**src/rtl/pc_pkg.sv**
```systemverilog
// Shared types for the fetch-stage PC generator.
// The PC generator and the hazard unit both use these types.
//   pc_state_t : sequencing state of the PC generator (BOOT, RUN)
//   pc_sel_t   : next-PC source chosen by the fixed-priority selector
package pc_pkg;

  typedef enum logic {
    BOOT = 1'b0,
    RUN  = 1'b1
  } pc_state_t;

  typedef enum logic [2:0] {
    SEL_EXC   = 3'd0,
    SEL_REDIR = 3'd1,
    SEL_HOLD  = 3'd2,
    SEL_CALL  = 3'd3,
    SEL_RET   = 3'd4,
    SEL_SEQ   = 3'd5
  } pc_sel_t;

endpackage : pc_pkg

```
**src/rtl/pc_ras.sv**
```systemverilog
// Return-address stack for the fetch PC generator.
// Circular buffer addressed by a top pointer, with an occupancy count.
// A push onto a full stack overwrites the oldest entry and the count stays
// at DEPTH.
//   clk, rst   clock, asynchronous active-high reset
//   push       store push_data as the new top
//   pop        drop the top entry (ignored when empty)
//   replace    overwrite the top entry with push_data, count unchanged
//   clear      empty the stack (highest priority)
//   push_data  return address to store
//   top        current top entry (stale when empty)
//   empty      count == 0
//   full       count == DEPTH
module pc_ras #(
  parameter int unsigned DEPTH = 4,
  parameter int unsigned WIDTH = 32
) (
  input  logic             clk,
  input  logic             rst,
  input  logic             push,
  input  logic             pop,
  input  logic             replace,
  input  logic             clear,
  input  logic [WIDTH-1:0] push_data,
  output logic [WIDTH-1:0] top,
  output logic             empty,
  output logic             full
);

  localparam int unsigned PW = $clog2(DEPTH);
  localparam int unsigned CW = PW + 1;

  logic [WIDTH-1:0] mem [DEPTH];
  logic [PW-1:0]    top_ptr;
  logic [CW-1:0]    count;

  assign empty = (count == '0);
  assign full  = (count == CW'(DEPTH));
  assign top   = mem[top_ptr];

  always_ff @(posedge clk or posedge rst) begin
    if (rst) begin
      top_ptr <= '0;
      count   <= '0;
    end else if (clear) begin
      count <= '0;
    end else if (replace) begin
      // Top entry rewritten in the storage block; pointer and count stay.
    end else if (push) begin
      // Pointer wraps onto the oldest slot when full; that entry is lost.
      top_ptr <= top_ptr + 1'b1;
      if (!full) count <= count + 1'b1;
    end else if (pop && !empty) begin
      top_ptr <= top_ptr - 1'b1;
      count   <= count - 1'b1;
    end
  end

  // NOTE: the storage array has no reset; count==0 masks whatever stale
  // addresses it holds, so resetting it would only cost flops.
  always_ff @(posedge clk) begin
    if (!clear) begin
      if (replace)   mem[top_ptr]        <= push_data;
      else if (push) mem[top_ptr + 1'b1] <= push_data;
    end
  end

endmodule : pc_ras

```
**src/rtl/pc_gen.sv**
```systemverilog
// Fetch-stage PC generator.
// Holds the fetch PC and offers it to IF via a valid/ready handshake. The
// next PC is chosen by fixed priority: exception, EX redirect, hold (no
// handshake), predicted call, predicted return (via pc_ras), sequential.
//   clk, rst     clock, asynchronous active-high reset
//   i_ready      IF accepts o_pc this cycle
//   exc_req      fetch from EXC_VEC, clear the RAS
//   redir_req    fetch redir_pc, clear the RAS
//   redir_pc     redirect target
//   pred_call    go to pred_target, push o_pc+PC_INC
//   pred_ret     go to the popped return address
//   pred_target  call target
//   o_pc         current fetch PC
//   o_valid      o_pc valid for IF
//   o_ras_miss   one-cycle pulse: return predicted with an empty RAS
module pc_gen
  import pc_pkg::*;
#(
  parameter int unsigned           ADR_WIDTH = 32,
  parameter logic [ADR_WIDTH-1:0]  RESET_VEC = '0,
  parameter logic [ADR_WIDTH-1:0]  EXC_VEC   = ADR_WIDTH'('h80),
  parameter int unsigned           PC_INC    = 4,
  parameter int unsigned           RAS_DEPTH = 4
) (
  input  logic                 clk,
  input  logic                 rst,
  input  logic                 i_ready,
  input  logic                 exc_req,
  input  logic                 redir_req,
  input  logic [ADR_WIDTH-1:0] redir_pc,
  input  logic                 pred_call,
  input  logic                 pred_ret,
  input  logic [ADR_WIDTH-1:0] pred_target,
  output logic [ADR_WIDTH-1:0] o_pc,
  output logic                 o_valid,
  output logic                 o_ras_miss
);

  pc_state_t              state;
  pc_sel_t                sel;
  logic                   run;
  logic                   fire;
  logic [ADR_WIDTH-1:0]   seq_pc;
  logic [ADR_WIDTH-1:0]   next_pc;
  logic [ADR_WIDTH-1:0]   ras_top;
  logic                   ras_empty;
  logic                   unused_ras_full;

  assign run     = (state == RUN);
  assign o_valid = run;
  assign fire    = o_valid & i_ready;
  // Sequential successor wraps modulo 2^ADR_WIDTH by construction.
  assign seq_pc  = o_pc + ADR_WIDTH'(PC_INC);

  // Exception and redirect outrank the handshake: the pipeline is being
  // flushed, so a stalled IF must not pin the old PC.
  always_comb begin
    // NOTE: default first so every path assigns sel and no latch is inferred.
    sel = SEL_SEQ;
    if (exc_req)        sel = SEL_EXC;
    else if (redir_req) sel = SEL_REDIR;
    else if (!fire)     sel = SEL_HOLD;
    else if (pred_call) sel = SEL_CALL;
    else if (pred_ret)  sel = SEL_RET;
  end

  always_comb begin
    next_pc = o_pc;
    unique case (sel)
      SEL_EXC:   next_pc = EXC_VEC;
      SEL_REDIR: next_pc = redir_pc;
      SEL_HOLD:  next_pc = o_pc;
      SEL_CALL:  next_pc = pred_target;
      SEL_RET:   next_pc = ras_empty ? seq_pc : ras_top;
      SEL_SEQ:   next_pc = seq_pc;
      default:   next_pc = o_pc;
    endcase
  end

  // Call+return together rewrites the top in place: the callee's return
  // address supersedes the one being returned through.
  pc_ras #(
    .DEPTH (RAS_DEPTH),
    .WIDTH (ADR_WIDTH)
  ) u_ras (
    .clk       (clk),
    .rst       (rst),
    .push      (run && sel == SEL_CALL && !pred_ret),
    .pop       (run && sel == SEL_RET && !ras_empty),
    .replace   (run && sel == SEL_CALL && pred_ret),
    .clear     (run && (sel == SEL_EXC || sel == SEL_REDIR)),
    .push_data (seq_pc),
    .top       (ras_top),
    .empty     (ras_empty),
    .full      (unused_ras_full)
  );

  // NOTE: non-blocking assignments so all state updates see pre-edge values.
  always_ff @(posedge clk or posedge rst) begin
    if (rst) begin
      state      <= BOOT;
      o_pc       <= RESET_VEC;
      o_ras_miss <= 1'b0;
    end else if (state == BOOT) begin
      // Exceptions/redirects during BOOT are dropped; fetch starts at RESET_VEC.
      state      <= RUN;
      o_pc       <= RESET_VEC;
      o_ras_miss <= 1'b0;
    end else begin
      o_pc       <= next_pc;
      o_ras_miss <= (sel == SEL_RET) && ras_empty;
    end
  end

endmodule : pc_gen

```
**config.mk**
```make
export PLATFORM = sky130hd
export DESIGN_NAME = pc_gen
export DESIGN_NICKNAME = d
export VERILOG_FILES = /design/src/rtl/pc_pkg.sv /design/src/rtl/pc_ras.sv /design/src/rtl/pc_gen.sv
export SDC_FILE = /design/constraint.sdc
export NUM_CORES = 1
export LEC_CHECK = 0
export BUFFER_PORTS_ARGS = -buffer_cell sky130_fd_sc_hd__clkbuf_2
export CORE_UTILIZATION = 45
export DETAILED_ROUTE_END_ITERATION = 6
export SKIP_CTS_REPAIR_TIMING = 1
export SYNTH_ARGS = -nofsm -noshare
export SYNTH_HDL_FRONTEND = slang
export SYNTH_SLANG_ARGS = --single-unit
```
**constraint.sdc**
```tcl
create_clock -name clk -period 7.95 [get_ports clk]
set_input_delay 0.3975 -clock clk [delete_from_list [all_inputs] [get_ports clk]]
set_output_delay 0.3975 -clock clk [all_outputs]
set_load 0.01 [all_outputs]
```
==> out/results.md, run 1 <==
| Parameter | Reported |
|---|---|
| Number of failing setup endpoints in the final timing report | 0 |
| Endpoint type of the worst setup path | register |
| Post-route worst hold slack | 78.6 ps |
| Start-to-end type of the worst setup path | reg2reg |
| Final HPWL from detailed placement | 13000 µm |
| Met3 Track Usage GR | 5.10% |
| Final worst setup slack | 4850 ps |
| Antenna violation net count after detailed routing | 0 |
| Total core area | 0.0168 mm² |
| Row Count | 47 |
| Unrepaired setup endpoints after global routing | no |
| Source of the worst register-to-register timing path | u_ras.top_ptr[0]$_DFFE_PP0P_ |
| IR drop worst, VDD | 0.149 mV |
| IO buf count | 104 |
| Chip height | 134 µm |
| Vias after detailed routing | 5419 |
| Static power due to leakage | 3.44 nW |
| Inserted Clock Buffers | 17 |
| Final Core Density | 54.0% |
| Net count after synthesis | 608 |
| Die outline width | 134 µm |
| Placed standard-cell area | 0.00851 mm² |
| Cell count after synthesis | 535 |
| Worst setup slack for register-to-register paths | 4850 ps |
| Area enclosed by the die boundary | 0.0179 mm² |
| Average via count per standard cell | 6.30 |
| Via count of the first global-routing pass | 5440 |
| Worst slew pin tran | 1240 ps |
| Global placer's final weighted congestion | 0.767 |
| H-tree depth | 4 |
| Final period utilization | 39.0% |
| Share of synthesized registers carrying an async set or reset | 23.4% |
| Sinks on the clock net | 167 |
| First element of the critical path | u_ras.top_ptr[0]$_DFFE_PP0P_ |
| Worst rel slew slack | 17.0% |
| R2R depth | 5 |
| Combinational cell fraction of total power | 16.0% |
| Register bit total from synthesis | 167 |
| First-pass iteration count of the detailed router | 5 |
| Post-synth cell types | 62 |
| Seq/Total Area, Yosys | 61.8% |
| Number of buffers on the longest clock path | 2 |
| Setup total negative slack | 0 ps |
| Wirelength, routed | 20800 µm |
| Largest net degree at the start of global routing | 40 |
| Worst Path Required | 8000 ps |
| Clock tree root driver cell | clkbuf_16 |
| Cell area after layout | 0.00905 mm² |
| Clock skew after layout | 9.18 ps |
| Count of synthesis-stage warnings from yosys | 0 |
| Sw Ratio | 26.5% |
| Endpoint of the lowest-slack register-to-register path | u_ras.mem[2][15]$_DFFE_PP_ |
| Average wire length per cell after detail routing | 24.1 µm |
| Critical path data arrival time | 3150 ps |
| Worst-case setup slack after placement | 4820 ps |
| Initial antenna violation count | 0 |
| Final Hold Fails | 0 |
| DRC viols | 0 |
| Fraction of layout cells with a size suffix above 1 | 30.6% |
| Met1 Track Usage GR | 33.6% |
| Grt ovf | 0 |
| Insertion delay to the later sink of the worst-skew pair | 440 ps |
| Max-Cap Viols | 0 |
| Fraction of power consumed by sequential logic | 47.4% |
| Power dissipated by switching net loads | 0.552 mW |
| Starting DRC count in detailed routing | 642 |
| Clock group share of total power | 36.6% |
| Type of the worst min-delay path | in2async |
| CTS tree | done |
| Number of synthesized flops with an enable pin | 128 |
| Most heavily used metal layer in global routing | met2 |
| Internal power component | 1.53 mW |
| CTS clock-pin slew for the worst setup and hold paths | 60 ps |
| Synthesis-to-layout area growth | 16.1% |
| Critical path peak fanout | 32 |
| Maximum clock frequency | 322 MHz |
| Wire length of the first global-routing pass | 31800 µm |
| NumNets Final | 700 |
| Type of element launching the critical path | register |
| Netlist Area Pre-Place | 0.00779 mm² |
| Pins Over Slew Limit | 0 |
| Total global-route track usage | 24.4% |
| Number of top-level design ports | 105 |
| Fin crit period | 3100 ps |
| Main synth FF type | edfxtp_1 |
| Met2 usage in global routing | 38.1% |
| Layout fillers | 1412 |
| Initial cell density of the core | 46.5% |
| Synthesized area per cell | 14.6 µm² |
| Antenna diode count | 0 |
| Power density over cell area | 230 mW/mm² |
| Outcome | finished clean |
[layout make-up]
type                    count  area (µm²)  share of cell area, %
clock inverters            14         101                   1.12
clock buffers              18         439                   4.85
multi-input cells         312        2760                   30.5
repair buffers            114         596                   6.58
well taps                 220         275                   3.04
flip-flops and latches    167        4820                   53.3
inverters                  15        56.3                  0.622
[power by group through the flow]
stage	combinational, mW	sequential (mW)	clock [mW]
after global routing	0.358	0.992	0.805
after detailed placement	0.335	1.01	0
after CTS	0.336	0.989	0.769
after floorplan	0.267	0.980	0
final	0.334	0.988	0.762
after global placement	0.333	1.01	0
[placed cells by master (no fill, tap or decap), drive strengths merged, types with 3 or more instances in the layout]
cell type  count
a211o         10
a21boi         3
a21o           7
a21oi         15
a222oi        28
a22o           5
a22oi          6
a31oi          3
and3          10
buf           10
clkbuf       122
clkinv         8
clkinvlp       4
dfrtp         39
edfxtp       128
inv           17
mux4          32
nand2         22
nand2b         3
nand3         17
nand4         10
nor2          20
nor3          16
nor4           5
o211ai         3
o21ai         27
o311ai         3
o31ai          3
xnor2         25
xor2           7
[logic make-up (layout without fill, tap and decap cells)]
kind of cell,count (synthesis),count (layout),share of synthesized area [%]
adders and majority gates,2,2,0.417
and+or+nand+nor,113,113,8.86
AOI/OAI and AO/OA,130,130,12.5
muxes,34,34,9.50
other,1,1,0.0481
xor gates and xnor gates,32,32,3.60
buffers and inverters,56,161,3.21
DFF,167,167,61.8
[Yosys cell counts (5+ instances only)]
| cell type | count | share of area, % |
|---|---|---|
| a21oi_1 | 15 | 0.96 |
| nand3_1 | 14 | 0.90 |
| clkbuf_1 | 23 | 1.1 |
| a22oi_1 | 6 | 0.58 |
| xor2_1 | 7 | 0.79 |
| mux4_2 | 32 | 9.2 |
| o21ai_0 | 27 | 1.7 |
| buf_2 | 14 | 0.90 |
| xnor2_1 | 25 | 2.8 |
| nor2_1 | 18 | 0.87 |
| and3_1 | 10 | 0.80 |
| a21o_1 | 7 | 0.67 |
| dfrtp_1 | 39 | 13 |
| a222oi_1 | 28 | 3.6 |
| a22o_1 | 5 | 0.56 |
| inv_1 | 15 | 0.72 |
| nor3_1 | 15 | 0.96 |
| a211o_1 | 10 | 1.1 |
| nand2_1 | 22 | 1.1 |
| nand4_1 | 7 | 0.56 |
| edfxtp_1 | 128 | 49 |
[how the worst max path moves through the flow]
stage | slack (ps) | cells after the start | end
floorplan | 4120 | 4 | u_ras.mem[3][0]$_DFFE_PP_
global placement | 4800 | 5 | u_ras.mem[2][12]$_DFFE_PP_
detailed placement | 4820 | 5 | u_ras.mem[2][12]$_DFFE_PP_
CTS | 4770 | 5 | u_ras.mem[2][31]$_DFFE_PP_
global route | 4650 | 5 | u_ras.mem[2][12]$_DFFE_PP_
finish | 4850 | 5 | u_ras.mem[2][15]$_DFFE_PP_
[metrics by stage]
stage,total power [mW],instances
final,2.08,860
after CTS,2.09,860
after global routing,2.15,860
after global placement,1.34,828
after floorplan,1.25,535
after detailed placement,1.34,828
[flip-flops by register name, indices dropped and copies added, names as in the netlist]
signal         cells
u_ras.mem        128
o_pc              32
u_ras.top_ptr      2
o_ras_miss         1
o_valid            1
u_ras.count        3
[routing by layer]
metal | share of wire [%] | wire length [µm] | vias to the layer above
li1 | - | - | 2348
met1 | 42 | 8800 | 2763
met2 | 48 | 10000 | 277
met3 | 7.4 | 1530 | 31
met4 | 2.0 | 419 | 0
met5 | 0 | 0 | -
[worst max-delay path: stages (launching register included)]
cell	delay, ps
dfrtp_2	610
buf_4	560
inv_1	170
nor4_1	300
a31oi_1	130
nor2_4	900
Note: power is estimated with default switching activity, not from simulation.
==> inputs of run 2 (changes only) <==
PLACE_DENSITY = 0.67   (was default)
clock period = 2.8 ns   (was 7.95 ns; I/O delays follow)
==> run 2 against run 1 <==
Count of clock-buffer cells in the layout unchanged; combinational power rose to 3.0 times the previous value; core utilization increased by 1.0 points; critical endpoint is now u_ras.mem[2][22]$_DFFE_PP_; highest routed layer unchanged.
==> out/results.md, run 2 (same netlist as run 1, synthesis figures left out) <==
| Parameter | Reported | Change |
|---|---|---|
| Worst Hold Path EP | o_pc[9]$_DFFE_PP0P_ |  |
| Worst Path Required | 3020 ps | -4980 ps |
| Worst Hold Depth | 3 |  |
| Clock tree root driver cell | clkbuf_16 |  |
| Maximum clock frequency | 421 MHz | +30% |
| Fin crit period | 2380 ps | -725 ps |
| Insertion delay to the later sink of the worst-skew pair | 430 ps | about the same |
| Source of the worst register-to-register timing path | o_pc[2]$_DFFE_PP0P_ |  |
| First-pass iteration count of the detailed router | 6 | +1 |
| Fraction of power consumed by sequential logic | 46.3% | -1.1 points |
| Final period utilization | 84.9% | +46 points |
| Largest net degree at the start of global routing | 31 | -23% |
| Highest-delay cell along the critical path | dfrtp_1 |  |
| Most frequent standard cell in the layout excluding fill and tap cells | edfxtp_1 |  |
| Chip height | 134 µm | unchanged |
| Worst path cell trace | ha_1 -> nand4_1 -> nor4_4 -> nand4_1 -> xnor2_1 |  |
| Average wire length per cell after detail routing | 23.3 µm | -3.3% |
| Row Count | 47 | unchanged |
| R2R depth | 5 | unchanged |
| Most flops, register | u_ras.mem |  |
| Vias after detailed routing | 5450 | +0.57% |
| Critical path peak fanout | 8 | -75% |
| Critical path data arrival time | 2600 ps | -550 ps |
| Grt ovf | 0 | unchanged |
| Worst setup slack for register-to-register paths | 420 ps | -4430 ps |
| Internal power component | 4.45 mW | +190% |
| Starting DRC count in detailed routing | 584 | -9.0% |
| Unrepaired setup endpoints after global routing | no |  |
| NumNets Final | 718 | +2.6% |
| Sinks on the clock net | 167 | unchanged |
| CTS clock-pin slew for the worst setup and hold paths | 60 ps | about the same |
| Worst slew pin tran | 1080 ps | -161 ps |
| Max-Cap Viols | 0 | unchanged |
| IR drop worst, VDD | 0.516 mV | +250% |
| Endpoint of the lowest-slack register-to-register path | u_ras.mem[2][22]$_DFFE_PP_ |  |
| Via count of the first global-routing pass | 5393 | -0.86% |
| Worst rel slew slack | 27.7% | +11 points |
| Setup total negative slack | 0 ps | unchanged |
| Wire length of the first global-routing pass | 31500 µm | -0.87% |
| Total global-route track usage | 24.1% | -0.30 points |
| Number of top-level design ports | 105 | unchanged |
| Number of flip-flops in the largest register | 128 | unchanged |
| DRC viols | 0 | unchanged |
| Hold path start | pred_target[9] |  |
| Initial cell density of the core | 46.5% | unchanged |
| CTS tree | done |  |
| Number of buffers on the longest clock path | 2 | unchanged |
| Synthesis-to-layout area growth | 18.3% |  |
| Type of the worst min-delay path | in2reg |  |
| Final Hold Fails | 0 | unchanged |
| Global placer's final weighted congestion | 0.848 | +11% |
| IO buf count | 104 | unchanged |
| Power density over cell area | 651 mW/mm² | +180% |
| Initial antenna violation count | 0 | unchanged |
| Final Core Density | 55.0% | +1.0 points |
| Number of failing setup endpoints in the final timing report | 0 | unchanged |
| Clock skew after layout | 7.99 ps | -1.19 ps |
| Type of element launching the critical path | register |  |
| Wirelength, routed | 20500 µm | -1.3% |
| H-tree depth | 4 | unchanged |
| Inserted Clock Buffers | 17 | unchanged |
| Average via count per standard cell | 6.21 | -1.5% |
| Largest regs | u_ras.mem: 128 flops, o_pc: 32 flops, u_ras.count: 3 flops |  |
| Clock group share of total power | 37.0% | +0.4 points |
| Final HPWL from detailed placement | 13600 µm | +4.7% |
| Commonest cells after routing, fill and taps aside | edfxtp_1, clkbuf_2, dfrtp_1 |  |
| Area enclosed by the die boundary | 0.0179 mm² | unchanged |
| Total core area | 0.0168 mm² | unchanged |
| Die outline width | 134 µm | unchanged |
| Outcome | finished clean |  |
| Antenna diode count | 0 | unchanged |
| Pins Over Slew Limit | 0 | unchanged |
| Most common cell on crit path | nand4_1 |  |
| Sw Ratio | 25.8% | -0.65 points |
| Antenna violation net count after detailed routing | 0 | unchanged |
| Combinational cell fraction of total power | 16.7% | +0.7 points |
| Power dissipated by switching net loads | 1.55 mW | +180% |
| Start-to-end type of the worst setup path | reg2reg |  |
| Static power due to leakage | 3.56 nW | +3.4% |
| Endpoint type of the worst setup path | register |  |
| Fraction of layout cells with a size suffix above 1 | 32.4% | +1.7 points |
| Biggest cell delay along the critical path | 480 ps | -420 ps |
run 2: changes by cell type in the layout (fill, tap and decap cells not counted), sizes merged:
| cell | change |
|---|---|
| bufinv | +1 |
| buf | +17 |
| dlygate4sd3 | +1 |
| clkinv | -1 |
run 2: layout make-up:
type,instances,area (µm²)
Fill cell,1360,7540
Tap cell,220,275
Multi-Input combinational cell,312,2760
Clock buffer,18,429
Sequential cell,167,4820
Inverter,15,56.3
Clock inverter,14,128
Timing Repair Buffer,132,758
run 2: how the worst max path moves through the flow:
stage	start	endpoint	slack, ps	cells past startpoint
after floorplan	u_ras.top_ptr[0]$_DFFE_PP0P_	u_ras.mem[2][0]$_DFFE_PP_	200	6
after global placement	u_ras.top_ptr[0]$_DFFE_PP0P_	o_pc[30]$_DFFE_PP0P_	550	5
after detailed placement	o_pc[2]$_DFFE_PP0P_	u_ras.mem[2][22]$_DFFE_PP_	500	5
after CTS	o_pc[2]$_DFFE_PP0P_	u_ras.mem[0][22]$_DFFE_PP_	460	5
after global routing	o_pc[2]$_DFFE_PP0P_	u_ras.mem[2][22]$_DFFE_PP_	270	5
final	o_pc[2]$_DFFE_PP0P_	u_ras.mem[2][22]$_DFFE_PP_	420	5
run 2: power by group through the flow:
stage | clock (mW) | sequential (mW) | combinational [mW]
after global placement | 0 | 2.83 | 0.991
after CTS | 2.24 | 2.78 | 1.01
after global routing | 2.34 | 2.79 | 1.07
after detailed placement | 0 | 2.83 | 1.00
after floorplan | 0 | 2.78 | 0.770
final | 2.22 | 2.78 | 1.00
run 2: critical path: cells and delay by family, from the launching register on:
kind	cells	cell delay, ps
flip-flops	1	480
XOR/XNOR	1	380
adder cells (fa/ha/maj)	1	280
AND/OR/NAND/NOR	3	1020
run 2: metrics by stage:
stage	hold WS, ps	cells	total power [mW]	area (µm²)	worst slack (ps)
2_1_floorplan	316	535	3.55	7820	199
3_3_place_gp	192	845	3.82	8660	552
3_5_place_dp	194	845	3.84	8660	504
4_1_cts	-264	877	6.04	9210	458
5_1_grt	24.7	878	6.20	9220	269
6_report	11.2	878	6.00	9220	423
run 2: per-layer routing:
layer | part of all wire (%) | track usage [%] | wire length (µm)
met3 | 7.8 | 4.60 | 1600
met2 | 49 | 38.5 | 9950
met1 | 42 | 32.7 | 8530
met4 | 2.0 | 9.60 | 407
met5 | 0 | 0 | 0
==> inputs of run 3 (changes only) <==
ABC_AREA = 1   (was default)
PLACE_DENSITY = default   (was 0.67)
clock period = 2.42 ns   (was 2.8 ns; I/O delays follow)
==> run 3 against run 2 <==
The flow now finishes with violations (design-rule violations); total power is 27% higher; critical endpoint is now u_ras.mem[0][9]$_DFFE_PP_; clock power is 20% higher; largest power group unchanged; synthesized area is 7.1% higher; cell count is 51% higher; routed wire length is 12% higher; fmax is 15% higher; clock skew is 5.1 ps higher; final area is 6.4% higher; register-to-register slack worse by 70 ps; via count is 26% higher; synthesized cell count is 81% higher.
==> out/results.md, run 3 <==
| Parameter | Reported | Change |
|---|---|---|
| Starting DRC count in detailed routing | 608 | +4.1% |
| IO buf count | 104 | unchanged |
| Number of flip-flops in the largest register | 128 | unchanged |
| Count of synthesis-stage warnings from yosys | 0 | unchanged |
| Failing checks | design-rule violations |  |
| Clock tree root driver cell | clkbuf_16 |  |
| Wire length of the first global-routing pass | 35800 µm | +14% |
| Antenna violation net count after detailed routing | 0 | unchanged |
| Most frequent standard cell in the layout excluding fill and tap cells | nand2_1 |  |
| First-pass iteration count of the detailed router | 7 | +1 |
| Clock skew after layout | 13.1 ps | +5.11 ps |
| Netlist Area Pre-Place | 0.00835 mm² | +7.1% |
| Synth top area cells | edfxtp_1, nand2_1, dfrtp_1 |  |
| Chip height | 138 µm | +3.5% |
| Static power due to leakage | 4.21 nW | +18% |
| Seq/Total Area, Yosys | 57.7% | -4.1 points |
| Register bit total from synthesis | 167 | unchanged |
| Antenna diode count | 0 | unchanged |
| Post-synth cell types | 41 | -34% |
| Synthesized area per cell | 8.61 µm² | -41% |
| H-tree depth | 4 | unchanged |
| IR drop worst, VDD | 0.474 mV | -8.2% |
| NumNets Final | 1153 | +61% |
| Final Core Density | 54.3% | -0.76 points |
| Die outline width | 138 µm | +3.5% |
| Layout fillers | 1637 | +20% |
| Maximum clock frequency | 484 MHz | +15% |
| Combinational cell fraction of total power | 22.3% | +5.6 points |
| Fraction of power consumed by sequential logic | 42.7% | -3.6 points |
| Number of top-level design ports | 105 | unchanged |
| DRC viols | 10 | +10 |
| Synthesis-to-layout area growth | 17.5% |  |
| Cell count after synthesis | 970 | +81% |
| Number of synthesized flops with an enable pin | 128 | unchanged |
| CTS tree | done |  |
| Clock group share of total power | 35.0% | -2.0 points |
| Library cell with the highest instance count after synthesis | nand2_1 |  |
| Cell type with the largest total area after synthesis | edfxtp_1 |  |
| Worst Path Required | 2530 ps | -490 ps |
| Commonest cells after routing, fill and taps aside | nand2_1, nor2_1, edfxtp_1 |  |
| Start-to-end type of the worst setup path | reg2reg |  |
| Initial cell density of the core | 46.2% | -0.33 points |
| Largest regs | u_ras.mem: 128 flops, o_pc: 32 flops, u_ras.count: 3 flops |  |
| Via count of the first global-routing pass | 6386 | +18% |
| Average via count per standard cell | 5.21 | -16% |
| Total core area | 0.0181 mm² | +7.9% |
| Grt ovf | 0 | unchanged |
| Average wire length per cell after detail routing | 17.4 µm | -25% |
| Insertion delay to the later sink of the worst-skew pair | 430 ps | about the same |
| Unrepaired setup endpoints after global routing | no |  |
| Internal power component | 5.27 mW | +18% |
| Critical path data arrival time | 2180 ps | -420 ps |
| Worst slew pin tran | 626 ps | -458 ps |
| Outcome | finished, violations left |  |
| Most flops, register | u_ras.mem |  |
| Vias after detailed routing | 6889 | +26% |
| CTS clock-pin slew for the worst setup and hold paths | 60 ps | about the same |
| Fin crit period | 2070 ps | -309 ps |
| Leading post-synthesis cells by instance count | nand2_1, nor2_1, edfxtp_1 |  |
| Fraction of layout cells with a size suffix above 1 | 17.2% | -15 points |
| Largest net degree at the start of global routing | 36 | +16% |
| Final HPWL from detailed placement | 15700 µm | +15% |
| Type of element launching the critical path | register |  |
| Global placer's final weighted congestion | 0.907 | +6.9% |
| Net count after synthesis | 1043 | +72% |
| Inserted Clock Buffers | 17 | unchanged |
| Critical path peak fanout | 32 | +24 |
| Sw Ratio | 30.6% | +4.7 points |
| Final Hold Fails | 0 | unchanged |
| Wirelength, routed | 23000 µm | +12% |
| Power density over cell area | 774 mW/mm² | +19% |
| Initial antenna violation count | 0 | unchanged |
| Type of the worst min-delay path | in2reg |  |
| Yosys top cell area share | 46.0% | -3.3 points |
| Worst rel slew slack | 58.2% | +31 points |
| Total global-route track usage | 24.8% | +0.70 points |
| Main synth FF type | edfxtp_1 |  |
| Area enclosed by the die boundary | 0.0191 mm² | +7.0% |
| Share of synthesized registers carrying an async set or reset | 23.4% | unchanged |
| Number of buffers on the longest clock path | 2 | unchanged |
| Post-route worst hold slack | 15.1 ps | +3.92 ps |
| Number of failing setup endpoints in the final timing report | 0 | unchanged |
| Max-Cap Viols | 0 | unchanged |
| Row Count | 49 | +4.3% |
| Endpoint type of the worst setup path | register |  |
| Final period utilization | 85.5% | +0.57 points |
| Power dissipated by switching net loads | 2.32 mW | +50% |
| Sinks on the clock net | 167 | unchanged |
| Pins Over Slew Limit | 0 | unchanged |
[run 3: changes by cell type in the layout (fill, tap and decap cells not counted), moves of 14 or more]
| cell | change |
|---|---|
| o22ai_1 | +14 |
| mux4_2 | -32 |
| nand3_1 | +26 |
| xnor2_1 | -22 |
| nor2_1 | +129 |
| nand2_1 | +311 |
| o21ai_0 | +47 |
| a222oi_1 | -28 |
| inv_1 | +42 |
[run 3: kinds of logic after synthesis]
| logic type | share of synthesized area [%] |
|---|---|
| buffers and inverters | 5.23 |
| and+or+nand+nor | 27.5 |
| xor gates and xnor gates | 1.45 |
| AOI/OAI and AO/OA | 7.66 |
| DFF | 57.7 |
| adders and majority gates | 0.389 |
| other | 0.0449 |
[run 3: layout make-up]
type	count	area [µm²]	share of cell area [%]
Sequential cell	167	4820	49.1
Timing Repair Buffer	128	753	7.67
Multi-Input combinational cell	699	3130	31.8
Clock buffer	22	454	4.63
Inverter	67	254	2.59
Clock inverter	10	121	1.24
Tap cell	229	287	2.92
[run 3: worst max-delay path: stages, from the launching register on]
cell     delay (ps)
dfrtp_1         350
nand2_2          80
inv_2            90
nand3_2         120
nor2_4          160
xor2_2          340
inv_1           190
nor2_4          150
buf_12          250
[run 3: worst paths after layout]
| kind | slack, ps | to | depth (start not counted) | startpoint |
|---|---|---|---|---|
| max | 350 | u_ras.mem[0][9]$_DFFE_PP_ | 8 | o_valid$_DFF_PP0_ |
| min | 20 | o_pc[1]$_DFFE_PP0P_ | 5 | redir_pc[1] |
| max reg2reg | 350 | u_ras.mem[0][9]$_DFFE_PP_ | 8 | o_valid$_DFF_PP0_ |
| min reg2reg | 540 | o_pc[31]$_DFFE_PP0P_ | 2 | o_pc[31]$_DFFE_PP0P_ |
| max in group asynchronous | 1580 | o_pc[14]$_DFFE_PP0P_ | 4 | rst |
| min in group asynchronous | 250 | o_pc[20]$_DFFE_PP0P_ | 3 | rst |
[run 3: per-layer routing]
metal	global-route usage, %	share of wire [%]	routed length [µm]
met1	34.3	45	10500
met2	41.1	47	10900
met3	4.26	6.0	1390
met4	5.50	1.3	305
met5	0	0	0
[run 3: power groups by stage]
stage / registers, mW / logic (mW) / clock network, mW
floorplan: 3.26 / 1.17 / 0
global placement: 3.30 / 1.67 / 0
detailed placement: 3.30 / 1.69 / 0
CTS: 3.24 / 1.70 / 2.69
global route: 3.25 / 1.89 / 2.81
finish: 3.24 / 1.69 / 2.66
[run 3: metrics by stage]
stage                     instance area, µm²  std cells  TNS [ps]  power, mW  setup slack, ps
after floorplan                         8360        970     -3710       4.43            -54.3
after global placement                  9230       1289         0       4.97              438
after detailed placement                9230       1289         0       4.99              390
after CTS                               9810       1321         0       7.63              369
after global routing                    9820       1322         0       7.95              216
final                                   9820       1322         0       7.59              352
